--- src/rtl/gate_tt_sequencer.sv ---
// Truth-table sequencer for a 3-input gate under test: steps the inputs through 0..7,
// waits SETTLE cycles per vector, then checks the gate output against NAND3 or XOR3.
module gate_tt_sequencer #(
  parameter int unsigned SETTLE = 4
) (
  input  logic       clk,
  input  logic       rst,
  input  logic       start,
  input  logic       abort,
  input  logic       gate_sel,
  input  logic       dut_o,
  output logic [2:0] dut_i,
  output logic       busy,
  output logic       done,
  output logic       pass,
  output logic [3:0] err_count,
  output logic [7:0] fail_map
);

  typedef enum logic [1:0] {
    S_IDLE,
    S_SETTLE,
    S_CHECK,
    S_DONE
  } state_t;

  localparam logic [3:0] CNT_INIT = 4'(SETTLE - 1);

  state_t     r_state;
  logic [3:0] r_cnt;
  logic       r_sel;
  logic [2:0] r_dut_i;
  logic       r_busy;
  logic       r_done;
  logic       r_pass;
  logic [3:0] r_err;
  logic [7:0] r_fail;

  logic       w_expected;
  logic       w_mismatch;
  logic [3:0] w_err_next;
  logic [7:0] w_fail_next;

  // The applied vector doubles as the vector index, so no separate counter is kept.
  always_comb begin
    w_expected  = r_sel ? (^r_dut_i) : ~(&r_dut_i);
    w_mismatch  = (dut_o != w_expected);
    w_err_next  = (w_mismatch && (r_err < 4'd8)) ? (r_err + 4'd1) : r_err;
    w_fail_next = w_mismatch ? (r_fail | (8'd1 << r_dut_i)) : r_fail;
  end

  always_ff @(posedge clk) begin
    if (rst) begin
      r_state <= S_IDLE;
      r_cnt   <= '0;
      r_sel   <= 1'b0;
      r_dut_i <= '0;
      r_busy  <= 1'b0;
      r_done  <= 1'b0;
      r_pass  <= 1'b0;
      r_err   <= '0;
      r_fail  <= '0;
    end else begin
      case (r_state)
        S_IDLE: begin
          r_done <= 1'b0;
          if (start) begin
            r_sel   <= gate_sel;
            r_dut_i <= '0;
            r_cnt   <= CNT_INIT;
            r_err   <= '0;
            r_fail  <= '0;
            r_pass  <= 1'b0;
            r_busy  <= 1'b1;
            r_state <= S_SETTLE;
          end
        end
        S_SETTLE: begin
          if (abort) begin
            r_state <= S_IDLE;
            r_busy  <= 1'b0;
            r_dut_i <= '0;
            r_pass  <= 1'b0;
          end else if (r_cnt == '0) begin
            r_state <= S_CHECK;
          end else begin
            r_cnt <= r_cnt - 4'd1;
          end
        end
        S_CHECK: begin
          // Abort takes priority; the comparison due at this edge is dropped.
          if (abort) begin
            r_state <= S_IDLE;
            r_busy  <= 1'b0;
            r_dut_i <= '0;
            r_pass  <= 1'b0;
          end else begin
            r_err  <= w_err_next;
            r_fail <= w_fail_next;
            if (r_dut_i == 3'd7) begin
              r_state <= S_DONE;
              r_busy  <= 1'b0;
              r_done  <= 1'b1;
              r_pass  <= (w_err_next == '0);
            end else begin
              r_dut_i <= r_dut_i + 3'd1;
              r_cnt   <= CNT_INIT;
              r_state <= S_SETTLE;
            end
          end
        end
        S_DONE: begin
          r_done  <= 1'b0;
          r_state <= S_IDLE;
        end
        default: begin
          r_state <= S_IDLE;
          r_busy  <= 1'b0;
          r_done  <= 1'b0;
        end
      endcase
    end
  end

  assign dut_i     = r_dut_i;
  assign busy      = r_busy;
  assign done      = r_done;
  assign pass      = r_pass;
  assign err_count = r_err;
  assign fail_map  = r_fail;

endmodule

--- config.mk ---
export PLATFORM = sky130hd
export DESIGN_NAME = gate_tt_sequencer
export DESIGN_NICKNAME = d
export VERILOG_FILES = /design/src/rtl/gate_tt_sequencer.sv
export SDC_FILE = /design/constraint.sdc
export NUM_CORES = 1
export LEC_CHECK = 0
export ABC_AREA = 1
export CORE_MARGIN = 5
export CORE_UTILIZATION = 47
export CTS_CLUSTER_SIZE = 20
export DETAILED_ROUTE_END_ITERATION = 8
export PLACE_DENSITY = 0.75
export SLEW_MARGIN = 15
export SYNTH_ARGS = -nofsm -noshare
export SYNTH_HDL_FRONTEND = slang
export SYNTH_SLANG_ARGS = --single-unit
--- constraint.sdc ---
create_clock -name clk -period 1.6 [get_ports clk]
set_input_delay 0.24 -clock clk [delete_from_list [all_inputs] [get_ports clk]]
set_output_delay 0.24 -clock clk [all_outputs]
set_load 0.1 [all_outputs]
# --- Word level (Yosys, flattened, before mapping) ---
# Cells that the tools add are included.
word_totals:
  reg_bits: 25
  latchBits: 0
  mem_bits_rw: 0
  romBits: 0
  in_bits: 6
  out_inout_bits: 18
  wordCells: 88
  n_memories: 0
op_classes:
  n_addsub: 3
  multipliers: 0
  div_mod_pow: 0
  order_cmp: 1
  n_eq_ne: 16
  shifts: 1
  muxes: 38
  bitwise: 2
  reduce_logical: 18
ops:
  columns: ["cell", "n"]
  rows:
  - ["$mux 4", 8]
  - ["$mux 8", 3]
  - ["$ne 2x2->1 const B", 8]
  - ["$pmux 8 s2", 1]
  - ["$mux 3", 4]
  - ["$pmux 4 s3", 1]
  - ["$reduce_and 4->1", 3]
  - ["$mux 1", 10]
  - ["$mux 2", 5]
  - ["$ne 3x3->1 const B", 3]
  - ["$pmux 3 s3", 1]
  - ["$reduce_and 3->1", 3]
  - ["$logic_not 4->1", 2]
  - ["$or 8x8->8", 1]
  - ["$pmux 2 s4", 1]
  - ["$pmux 4 s2", 1]
  - ["$shl 1x3->8 const A", 1]
  - ["$pmux 1 s3", 2]
  - ["$reduce_and 6->1", 1]
  - ["$add 4x1->4 const B", 1]
  - ["$eq 2x2->1 const B", 2]
  - ["$lt 4x4->1 const B", 1]
  - ["$reduce_and 2->1", 2]
  - ["$reduce_bool 2->1", 2]
  - ["other kinds (12)", 12]

# --- Depth between registers and ports, before layout ---
depth:
  ltp_word: 10
  ltp_mapped: 12
  mapped_depth_nobuf: 12

# --- Worst setup path after synthesis ---
# Ideal clock, no wire load.
synth_path:
  path_type: "register to register"
  from: "reg r_dut_i[0] (netlist: dut_i[0])"
  to: "reg r_pass (netlist: pass)"
  setup_ps: 131
  arrival_time_ps: 2288
  path_slack_ps: -819
  path_stages_with_launch: 13
  n_path_buf: 0
  synth_period_minus_slack_ps: 2419
  path_cell_list: "dfxtp_1 > inv_1 > ha_1 > inv_1 > nand2_1 > nand3_2 > nand3_1 > nand3_2 > nand2_1 > nand2_1 > nor2_1 > nand2_1 > a21oi_2"
synth_between:
  elab_chain_len: 10
  elab_cells_between_ends: 14
  classes_between: "eq/ne: 3; mux: 5; bitwise: 1; reduce/logical: 5"
synth_rtl:
  columns: ["element", "line", "source"]
  rows:
  - ["start, declared", "32", "logic [2:0] r_dut_i;"]
  - ["start signal, assigned", "106", "r_dut_i <= r_dut_i + 3'd1;"]
  - ["$reduce_and 3->1", "46", "w_expected = r_sel ? (^r_dut_i) : ~(&r_dut_i);"]
  - ["$not 1->1", "46", null]
  - ["$mux 1", "46", null]
  - ["$ne 1x1->1", "47", "w_mismatch = (dut_o != w_expected);"]
  - ["$logic_and 1x1->1", "48", "w_err_next = (w_mismatch && (r_err < 4'd8)) ? (r_err + 4'd1) : r_err;"]
  - ["$mux 4", "48", null]
  - ["$logic_not 4->1", "104", "r_pass <= (w_err_next == '0);"]
  - ["$mux 1", "100", "if (r_dut_i == 3'd7) begin"]
  - ["$mux 1", "92", "if (abort) begin"]
  - ["$pmux 1 s3", "64", "case (r_state)"]
  - ["end signal, assigned", "104", null]
  - ["end, declared", "35", "logic r_pass;"]
# Several ways; a longest one is shown, not always the timed one. The select of a mux whose other input is x is not followed.
# A chain may end at the register's enable or synchronous reset.

# --- Worst setup path in the final report ---
layout_path:
  from: "reg r_dut_i[0] (netlist: dut_i[0])"
  to: "reg r_err[0] (netlist: err_count[0])"
layout_between:
  elab_chain_len: 8
  elab_cells_between_ends: 9
  classes_between: "eq/ne: 1; mux: 4; bitwise: 1; reduce/logical: 3"
layout_rtl:
  columns: ["element", "line", "source"]
  rows:
  - ["$reduce_and 3->1", "46", null]
  - ["$not 1->1", "46", null]
  - ["$mux 1 (*)", "46", null]
  - ["$ne 1x1->1 (*)", "47", null]
  - ["$logic_and 1x1->1 (*)", "48", null]
  - ["$mux 4 (*)", "48", null]
  - ["$mux 4 (*)", "92", null]
  - ["$pmux 4 s2 (*)", "64", null]
  - ["end signal, assigned", "98", "r_err <= w_err_next;"]
  - ["end, declared", "36", "logic [3:0] r_err;"]
# Every way passes the cells marked *; elsewhere a longest branch is shown, timed or not. The select of a mux whose other input is x is not followed.

==> flow_summary_export.csv <==
group,metric,value,unit
yosys,synth.distinct_cells,22,
yosys,synth_top_area_frac,0.355,
setup_path,crit_chain,"inv_4 > ha_4 > nand2_1 > nand3_4 > nand3_4 > nand2_4 > nand3_1 > nand2_2 > nand2_1 > a21oi_1",
sta,slew_viol_final,0,
run_status,failing_checks,"setup timing",
floorplanning,die_h,64.8,microns
final_layout,insertedDiodeCount,0,
clock_tree,post_cts_hold_buffer_count,0,
sta,finalWorstPathRequiredPeriod,1.70,ns
detailed_routing,met1Wirelength,1.56,mm
detailed_routing,vias_per_cell,5.56,
setup_path,ff2ff_setup_slack,-0.10,ns
floorplanning,die_area,0.00419,sq mm
pwr,seq_power_share,0.280,
detailed_routing,wl_met3,211,microns
final_layout,nNetsFinal,252,
detailed_routing,route.met2.wl,2.13,mm
detailed_routing,drt.antenna.violating_nets,0,
yosys,synthesis.instances,193,
run_status,status,"complete, but fails checks",
detailed_routing,top_layer,"met4",
setup_path,cpMaxStageDelayCell,"sky130_fd_sc_hd__dfxtp_4",
yosys,asyncSetResetFlopFracSynth,0,
global_routing,remaining_overflow_grt,0,
yosys,synth.area.top_cells,"sky130_fd_sc_hd__dfxtp_1, sky130_fd_sc_hd__ha_1, sky130_fd_sc_hd__inv_1",
yosys,number_of_enable_flip_flop_cells_after_synthesis,0,
yosys,seq_area_frac_synth,0.355,
final_layout,final_design_area_excluding_fillers,0.00218,sq mm
detailed_routing,drt_first_pass_iters,4,
placement,globalplace.congestion,0.840,
yosys,synth_warnings,0,
pwr,worst_ir_drop_vdd,910,uV
detailed_routing,drc,0,
global_routing,grtUsageTotal,0.161,
placement,dpl-instance-area,0.00197,sq mm
floorplanning,coreArea,0.00281,sq mm
global_routing,grt_antenna_before_repair,0,
setup_path,critical_path_peak_fanout,4,
setup_path,count_of_buffer_and_inverter_cells_on_the_critical_path,1,
setup_path,crit_required,1.86,ns
sta,max_freq,588,MHz
detailed_routing,drt-initial-drc-count,115,
placement,detailedPlacementHpwl,2.62,mm
sta,final_min_period_over_clock_period,1.06,
hold_path,type_of_the_worst_min_delay_path,"flip-flop to flip-flop",
clock_tree,max-clock-path-buffers,2,
clock_tree,cts_tree,"yes",
pwr,pwr_density_cell,1450,mW/mm^2
floorplanning,initial_utilization,0.502,
setup_path,criticalPathCategory,"flip-flop to flip-flop",
yosys,synth_most_common_cell,"sky130_fd_sc_hd__inv_1",
yosys,number_of_flip_flops_and_latches_in_the_synthesized_netlist,25,
pwr,relative_contribution_of_the_clock_network_to_total_power,0.094,
sta,actual_transition_at_the_worst_max_transition_pin,0.276,ns
yosys,synth.cells.most_frequent,"sky130_fd_sc_hd__inv_1, sky130_fd_sc_hd__nand2_1, sky130_fd_sc_hd__dfxtp_1",
setup_path,critPathTopFamily,"simple AND/OR/NAND/NOR gates",
sta,setup_viol,2,
clock_tree,path_clk_slew,0.13,ns
floorplanning,die_width,64.8,microns
yosys,synth_largest_area_cell,"sky130_fd_sc_hd__dfxtp_1",
final_layout,layout-drive-gt1-share,0.397,
sta,hold_viol,0,
global_routing,grt_max_degree,14,
job,max_cap_viols,0,
yosys,synth_cell_area,0.00141,sq mm
clock_tree,cts_root_buf,"sky130_fd_sc_hd__clkbuf_4",
pwr,total_leakage_power,0.878,nW
pwr,switching_power,1.57,mW
setup_path,cp.arrival,1.96,ns
floorplanning,floorplan.rows,19,
clock_tree,cts.sinks,25,
yosys,synth_area_per_cell,7.30,sq um
setup_path,start_kind,"flip-flop",
clock_tree,cts-htree-levels,1,
final_layout,area_added_between_synthesis_and_finish,54.8,%
sta,clock_skew,0.00666,ns
placement,place.port_buffers,23,
detailed_routing,postRouteWirelength,3.96,mm
floorplanning,i_o_pins,24,
pwr,power_frac_comb,0.626,
yosys,postSynth.topFlopCell,"sky130_fd_sc_hd__dfxtp_1",
global_routing,number_of_global_route_vias_before_repair,1277,
detailed_routing,wire_per_inst,15.1,microns
setup_path,delay_of_the_slowest_cell_on_the_worst_path,0.41,ns
detailed_routing,num_vias,1461,
clock_tree,worst_skew_pair.late_latency,0.33,ns
yosys,synth_nets,212,
sta,rsz0062_at_grt,"yes",
sta,setup_slack,-0.102,ns
clock_tree,cts_made_buffers,3,
placement,dp_worst_setup_slack,-0.103,ns
global_routing,grt_first_pass_wirelength,5.49,mm
setup_path,endpoint_kind,"flip-flop",
pwr,netSwitchingFraction,0.498,
pwr,internal_power,1.58,mW
sta,max-slew-margin-rel,0.816,
## layout by cell type (no fill, tap or decap), drive strengths merged
cell type / synthesis / final
nand3: 17 / 17
clkdlybuf4s50: 0 / 5
buf: 0 / 31
nor3: 6 / 6
inv: 37 / 37
xor2: 1 / 1
nand4: 6 / 6
a21oi: 24 / 24
dfxtp: 25 / 25
a211oi: 6 / 6
o21ai: 8 / 8
a31oi: 1 / 1
ha: 13 / 13
nand2: 34 / 34
nor2: 14 / 14
clkbuf: 1 / 4
## logic make-up (layout without fill, tap and decap cells)
group,after synthesis,in the layout,share of synthesized area
AND/OR/NAND/NOR,77,77,0.266
AO/OA/AOI/OAI,39,39,0.155
buffers and inverters,38,77,0.101
flip-flops,25,25,0.355
adder cells (fa/ha/maj),13,13,0.115
XOR/XNOR,1,1,0.00622
## worst paths after layout
kind,cells after the start,startpoint,to
max,10,dut_i[0],err_count[0]
min,2,fail_map[3],fail_map[3]
max reg2reg,10,dut_i[0],err_count[0]
min reg2reg,2,fail_map[3],fail_map[3]
## repair_timing
action / in CTS / in global routing
endpoints found under the hold margin: 0 / 0
gates resized for setup: 5 / 32
pin swaps: 0 / 13
endpoints found under the setup margin: 13 / 23
setup buffers: 3 / 3
## power groups by stage
stage | combinational (mW) | sequential, mW | clock (mW)
2_1_floorplan | 0.776 | 1.26 | 0
3_3_place_gp | 1.62 | 0.888 | 0
3_5_place_dp | 1.67 | 0.901 | 0
4_1_cts | 1.72 | 0.882 | 0.294
5_1_grt | 2.12 | 0.899 | 0.318
6_report | 1.98 | 0.883 | 0.298
## state kept, by name, indices dropped and copies added (netlist names)
register and count:
busy 1, done 1, dut_i 3, err_count 4, fail_map 8, pass 1, r_cnt 4, r_sel 1
r_state 2
## layout make-up
cell class / count / area, sq um
Multi-Input combinational cell: 130 / 946
Fill cell: 206 / 624
Sequential cell: 25 / 518
Timing Repair Buffer: 36 / 508
Inverter: 37 / 144
Tap cell: 31 / 38.8
Clock buffer: 4 / 26.3
## per-layer routing
layer	global-route usage	vias up
met5	0	-
met3	0.0397	12
li1	-	713
met1	0.184	681
met4	0.0396	0
met2	0.299	55
## tightest hold or removal path: stages (launching register included)
cell	delay, ns
sky130_fd_sc_hd__dfxtp_1	0.36
sky130_fd_sc_hd__inv_1	0.06
sky130_fd_sc_hd__a21oi_1	0.05
## stage by stage
| step | hold WS [ns] | setup TNS [ns] | power (mW) | cells | util |
|---|---|---|---|---|---|
| after CTS | 0.500 | 0 | 2.89 | 260 | 0.725 |
| after floorplan | 0.309 | -0.390 | 2.03 | 193 | - |
| after detailed placement | 0.481 | -0.835 | 2.57 | 253 | 0.704 |
| after global routing | 0.513 | -1.28 | 3.33 | 263 | 0.777 |
| final | 0.499 | -0.174 | 3.16 | 263 | 0.777 |
| after global placement | 0.477 | -0.288 | 2.51 | 253 | 0.704 |
(Power assumes the default switching activity.)
==> RTL change 1 (same settings) <==
The 4 states of `state_t` get a one-hot encoding in 4 bits.
--- a/src/rtl/gate_tt_sequencer.sv
+++ b/src/rtl/gate_tt_sequencer.sv
@@ -17,11 +17,11 @@
   output logic [7:0] fail_map
 );
 
-  typedef enum logic [1:0] {
-    S_IDLE,
-    S_SETTLE,
-    S_CHECK,
-    S_DONE
+  typedef enum logic [3:0] {
+    S_IDLE   = 4'b0001,
+    S_SETTLE = 4'b0010,
+    S_CHECK  = 4'b0100,
+    S_DONE   = 4'b1000
   } state_t;
 
   localparam logic [3:0] CNT_INIT = 4'(SETTLE - 1);
Behaviour: no difference found for any inputs over 10 cycles, from zero or initial values and one cycle with rst high; not proved beyond that.
==> RTL change 1 against the original RTL <==
The flow still finishes with violations (negative setup slack); power fell by 18%; count of clock-buffer cells in the layout fell by 1; area after synthesis shrank 0.89%; worst setup slack better by 0.054 ns; first-iteration DRC count is 37% lower; wire length down 9.1%; sequential cell count rose by 2; cell area is 0.75% lower; critical endpoint is now pass.
==> RTL change 1: results (changes against the original RTL) <==
Status = finished with violations
Failing checks = negative setup slack
Final hold slack = 0.492 ns (-0.00709 ns)
Port bufs = 23 (unchanged)
Number of diodes = 0 (unchanged)
Initial DRC Count = 73 (-37%)
Slew at the pin closest to its max-slew limit = 0.369 ns (+0.0933 ns)
Syn Nets = 204 (-3.8%)
Critical Path Fanout Max = 5 (+1)
First-pass GRT wire length = 6050 um (+10%)
Most used DFF post-synth = dfxtp_1
H-Tree Depth = 1 (unchanged)
Max VDD drop = 1010 uV (+11%)
Layout cells sized above 1 = 0.437 (+0.0407)
Layout Skew = 0.00337 ns (-0.00329 ns)
Setup Slack @ Placement = -0.0504 ns (+0.0526 ns)
Final setup margin = -0.0473 ns (+0.0543 ns)
Fillers = 196 (-4.9%)
Max reg flops = 8 (unchanged)
Setup violations, final = 2 (unchanged)
Clock Tree Buf Depth = 2 (unchanged)
HPWL after DPL = 2530 um (-3.5%)
WL final = 3600 um (-9.1%)
Synth cell types = 26 (+18%)
Met3 Resource Use GR = 0.0225 (-0.0173)
Avg Cell Area, Syn = 7.35 um2 (+0.68%)
DR pass1 iterations = 4 (unchanged)
Min-Delay Path Class = reg2reg
Largest net degree at the start of global routing = 16 (+2)
Net Switching = 1.18 mW (-25%)
Clk_lat worst skew = 0.33 ns (about the same)
Global Route met1 Usage = 0.216 (+0.0320)
Hold buffers post-CTS = 0 (unchanged)
Final std cells w/o fill = 262 (-0.38%)
Routed vias = 1386 (-5.1%)
Initial antenna violation count = 0 (unchanged)
Clock Pin Slew Worst Setup and Hold Paths = 0.14 ns
CTS Buf Count = 3 (unchanged)
Arrival time at the worst endpoint = 1.89 ns (-0.07 ns)
Post-synth top cells = nand2_1, dfxtp_1, inv_1
Sequential power share = 0.345 (+0.065)
GR Util met2 = 0.309 (+0.0104)
Comb. pwr = 1.40 mW (-29%)
Nets = 246 (-2.4%)
Yosys Warn Count = 0 (unchanged)
Static Leak = 0.884 nW (+0.66%)
Top post-synthesis cells by area = dfxtp_1, nand2_1, inv_1
CTS Root Cell = clkbuf_4
Asr flop ratio synth = 0 (unchanged)
Seq/Total Area, Yosys = 0.387 (+0.0319)
GP Congestion = 0.858 (+2.2%)
Gr usage total = 0.178 (+0.0164)
-- RTL change 1: logic make-up (layout without fill, tap and decap cells) --
group                    after synthesis  after routing  share of synthesized area
flip-flops                            27             27                      0.387
AND/OR/NAND/NOR                       89             89                      0.315
AO/OA/AOI/OAI                         31             31                      0.122
adder cells (fa/ha/maj)                8              8                     0.0717
buffers and inverters                 32             73                     0.0860
XOR/XNOR                               3              3                     0.0188
-- RTL change 1: cell type report --
class | count | area share
clock buffers | 3 | 0.0104
clock inverters | 1 | 0.00231
inverters | 31 | 0.0572
multi-input cells | 131 | 0.412
flip-flops and latches | 27 | 0.258
well taps | 31 | 0.0179
repair buffers | 38 | 0.242
-- RTL change 1: worst paths after layout --
kind / end / from / cells past startpoint
max: pass / dut_i[0] / 11
max reg2reg: pass / dut_i[0] / 11
min reg2reg: fail_map[4] / fail_map[4] / 2
min: fail_map[4] / fail_map[4] / 2
-- RTL change 1: layer usage --
layer / wire [um] / vias up
met5: 0 / -
met4: 66 / 0
met3: 168 / 8
met2: 1860 / 44
met1: 1500 / 636
li1: - / 698
-- RTL change 1: worst max-delay path, stage by stage (launching register included) --
cell,delay (ns)
dfxtp_4,0.41
inv_4,0.04
ha_4,0.28
inv_2,0.05
nand2_1,0.07
nand3_2,0.08
nand3_2,0.12
nand3_4,0.11
o21ai_1,0.19
nor2_1,0.07
nand2_1,0.08
a21oi_2,0.05
-- RTL change 1: stage by stage --
step	power [mW]	area, um2	setup TNS, ns
floorplan	1.71	1450	-0.448
global placement	2.04	1950	0
detailed placement	2.08	1950	-0.140
CTS	2.45	2050	-0.0285
global route	2.77	2160	-0.950
finish	2.60	2160	-0.0529
-- RTL change 1: what timing repair did --
action,4_1_cts,5_1_grt
resized for setup,9,28
pin swaps,9,12
buffers inserted,4,4
setup endpoints to repair,9,18
==> RTL change 2 (same settings) <==
Without the edit above. Register the output `fail_map` once more, with the module's reset; this adds one clock of latency there. The other outputs are not delayed to match.
--- a/src/rtl/gate_tt_sequencer.sv
+++ b/src/rtl/gate_tt_sequencer.sv
@@ -127,7 +127,13 @@
   assign done      = r_done;
   assign pass      = r_pass;
   assign err_count = r_err;
-  assign fail_map  = r_fail;
+  always_ff @(posedge clk) begin
+    if (rst) begin
+      fail_map <= '0;
+    end else begin
+      fail_map <= r_fail;
+    end
+  end
 
 endmodule
 
Behaviour: not the same (Yosys sat finds a counterexample within 10 cycles, from zero or initial values and one cycle with rst high).
==> RTL change 2 against the original RTL <==
The flow still finishes with violations (negative setup slack); cell area rose by 18%; worst setup slack is essentially flat; wire length is 5.2% higher; sequential power is 26% higher; cell count increased by 14%; fmax barely moved; clock skew down 0.0030 ns; sequential cell count increased by 8; critical path depth fell by 2; area after synthesis up 9.7%; power increased by 28%; critical endpoint is now r_cnt[1]; largest power group unchanged.
==> RTL change 2: results (changes against the original RTL) <==
Status = finished with violations
Failing checks = negative setup slack
WL/cell = 13.9 um (-7.5%)
Seq/Total Area, Yosys = 0.428 (+0.0723)
Layout cells sized above 1 = 0.439 (+0.0427)
Nets = 273 (+8.3%)
Slew at the pin closest to its max-slew limit = 0.414 ns (+0.138 ns)
H-Tree Depth = 2 (+1)
Max VDD drop = 1210 uV (+33%)
Setup violations, final = 13 (+11)
DR pass1 iterations = 4 (unchanged)
First-pass GRT wire length = 6240 um (+14%)
Gr usage total = 0.186 (+0.0247)
Drt via density = 5.15 (-7.2%)
Setup_tns = -0.498 ns (-0.324 ns)
Clock Pin Slew Worst Setup and Hold Paths = 0.10 ns (-0.03 ns)
Most used DFF post-synth = dfxtp_1
GP Congestion = 0.838 (-0.23%)
Yosys Warn Count = 0 (unchanged)
Final setup margin = -0.102 ns (-0.0000310 ns)
Post-synth top cells = dfxtp_1, inv_1, nand2_1
Setup Slack @ Placement = -0.167 ns (-0.0645 ns)
Number of global-route vias before repair = 1435 (+12%)
Top post-synthesis cells by area = dfxtp_1, ha_1, inv_1
Layout Skew = 0.00362 ns (-0.00304 ns)
[RTL change 2: cell count changes after synthesis, sizes merged, moves of 4 or more]
cell,change
inv,-4
dfxtp,+8
o21ai,+7
nor2,+7
nand2,-7
nand4,-6
[RTL change 2: critical path, stage by stage, from the launching register on]
cell	delay [ns]
dfxtp_4	0.37
buf_12	0.12
buf_4	0.13
ha_1	0.22
nor2_4	0.15
buf_4	0.15
o2111ai_4	0.17
buf_4	0.18
a21oi_1	0.14
[RTL change 2: final cells by class]
cell class                 instances  area, um2
inverter                          33        134
tap                               44       55.1
multi-input combinational        133       1020
fill                             179        526
timing repair buffer              48        614
clock inverter                     1       5.00
clock buffer                       7       65.1
sequential                        33        681
[RTL change 2: metal layers]
layer / track usage / vias to the layer above / part of all wire
li1: - / 769 / -
met1: 0.214 / 710 / 0.41
met2: 0.302 / 49 / 0.50
met3: 0.0682 / 13 / 0.057
met4: 0.0937 / 0 / 0.027
met5: 0 / - / 0
[RTL change 2: stage by stage]
stage	cells	hold slack [ns]
final	299	0.438
after CTS	294	0.433
after global placement	283	0.419
after floorplan	200	0.410
after detailed placement	283	0.423
after global routing	299	0.452
[RTL change 2: logic make-up after synthesis]
| logic type | share of synthesized area |
|---|---|
| XOR/XNOR | 0.00567 |
| AO/OA/AOI/OAI | 0.171 |
| adder cells (fa/ha/maj) | 0.105 |
| buffers and inverters | 0.0850 |
| AND/OR/NAND/NOR | 0.206 |
| flip-flops | 0.428 |
[RTL change 2: final timing paths]
kind,to,slack [ns],cells after the start,startpoint
max,r_cnt[1],-0.10,8,r_state[1]
min,fail_map[7],0.44,2,r_fail[7]
max reg2reg,r_cnt[1],-0.10,8,r_state[1]
min reg2reg,fail_map[7],0.44,2,r_fail[7]
[RTL change 2: repair_timing]
item	in CTS	in global routing
cloned	0	1
endpoints found under the setup margin	17	23
gates resized for setup	18	37
buffers inserted	3	4
pin swaps	7	6
[RTL change 2: power groups by stage]
| stage | Clock (mW) | Combinational [mW] | Sequential, mW |
|---|---|---|---|
| 6_report | 0.537 | 2.38 | 1.11 |
| 5_1_grt | 0.590 | 2.58 | 1.13 |
| 4_1_cts | 0.544 | 1.95 | 1.11 |
| 3_5_place_dp | 0 | 1.84 | 1.12 |
| 3_3_place_gp | 0 | 1.80 | 1.11 |
| 2_1_floorplan | 0 | 0.881 | 1.45 |
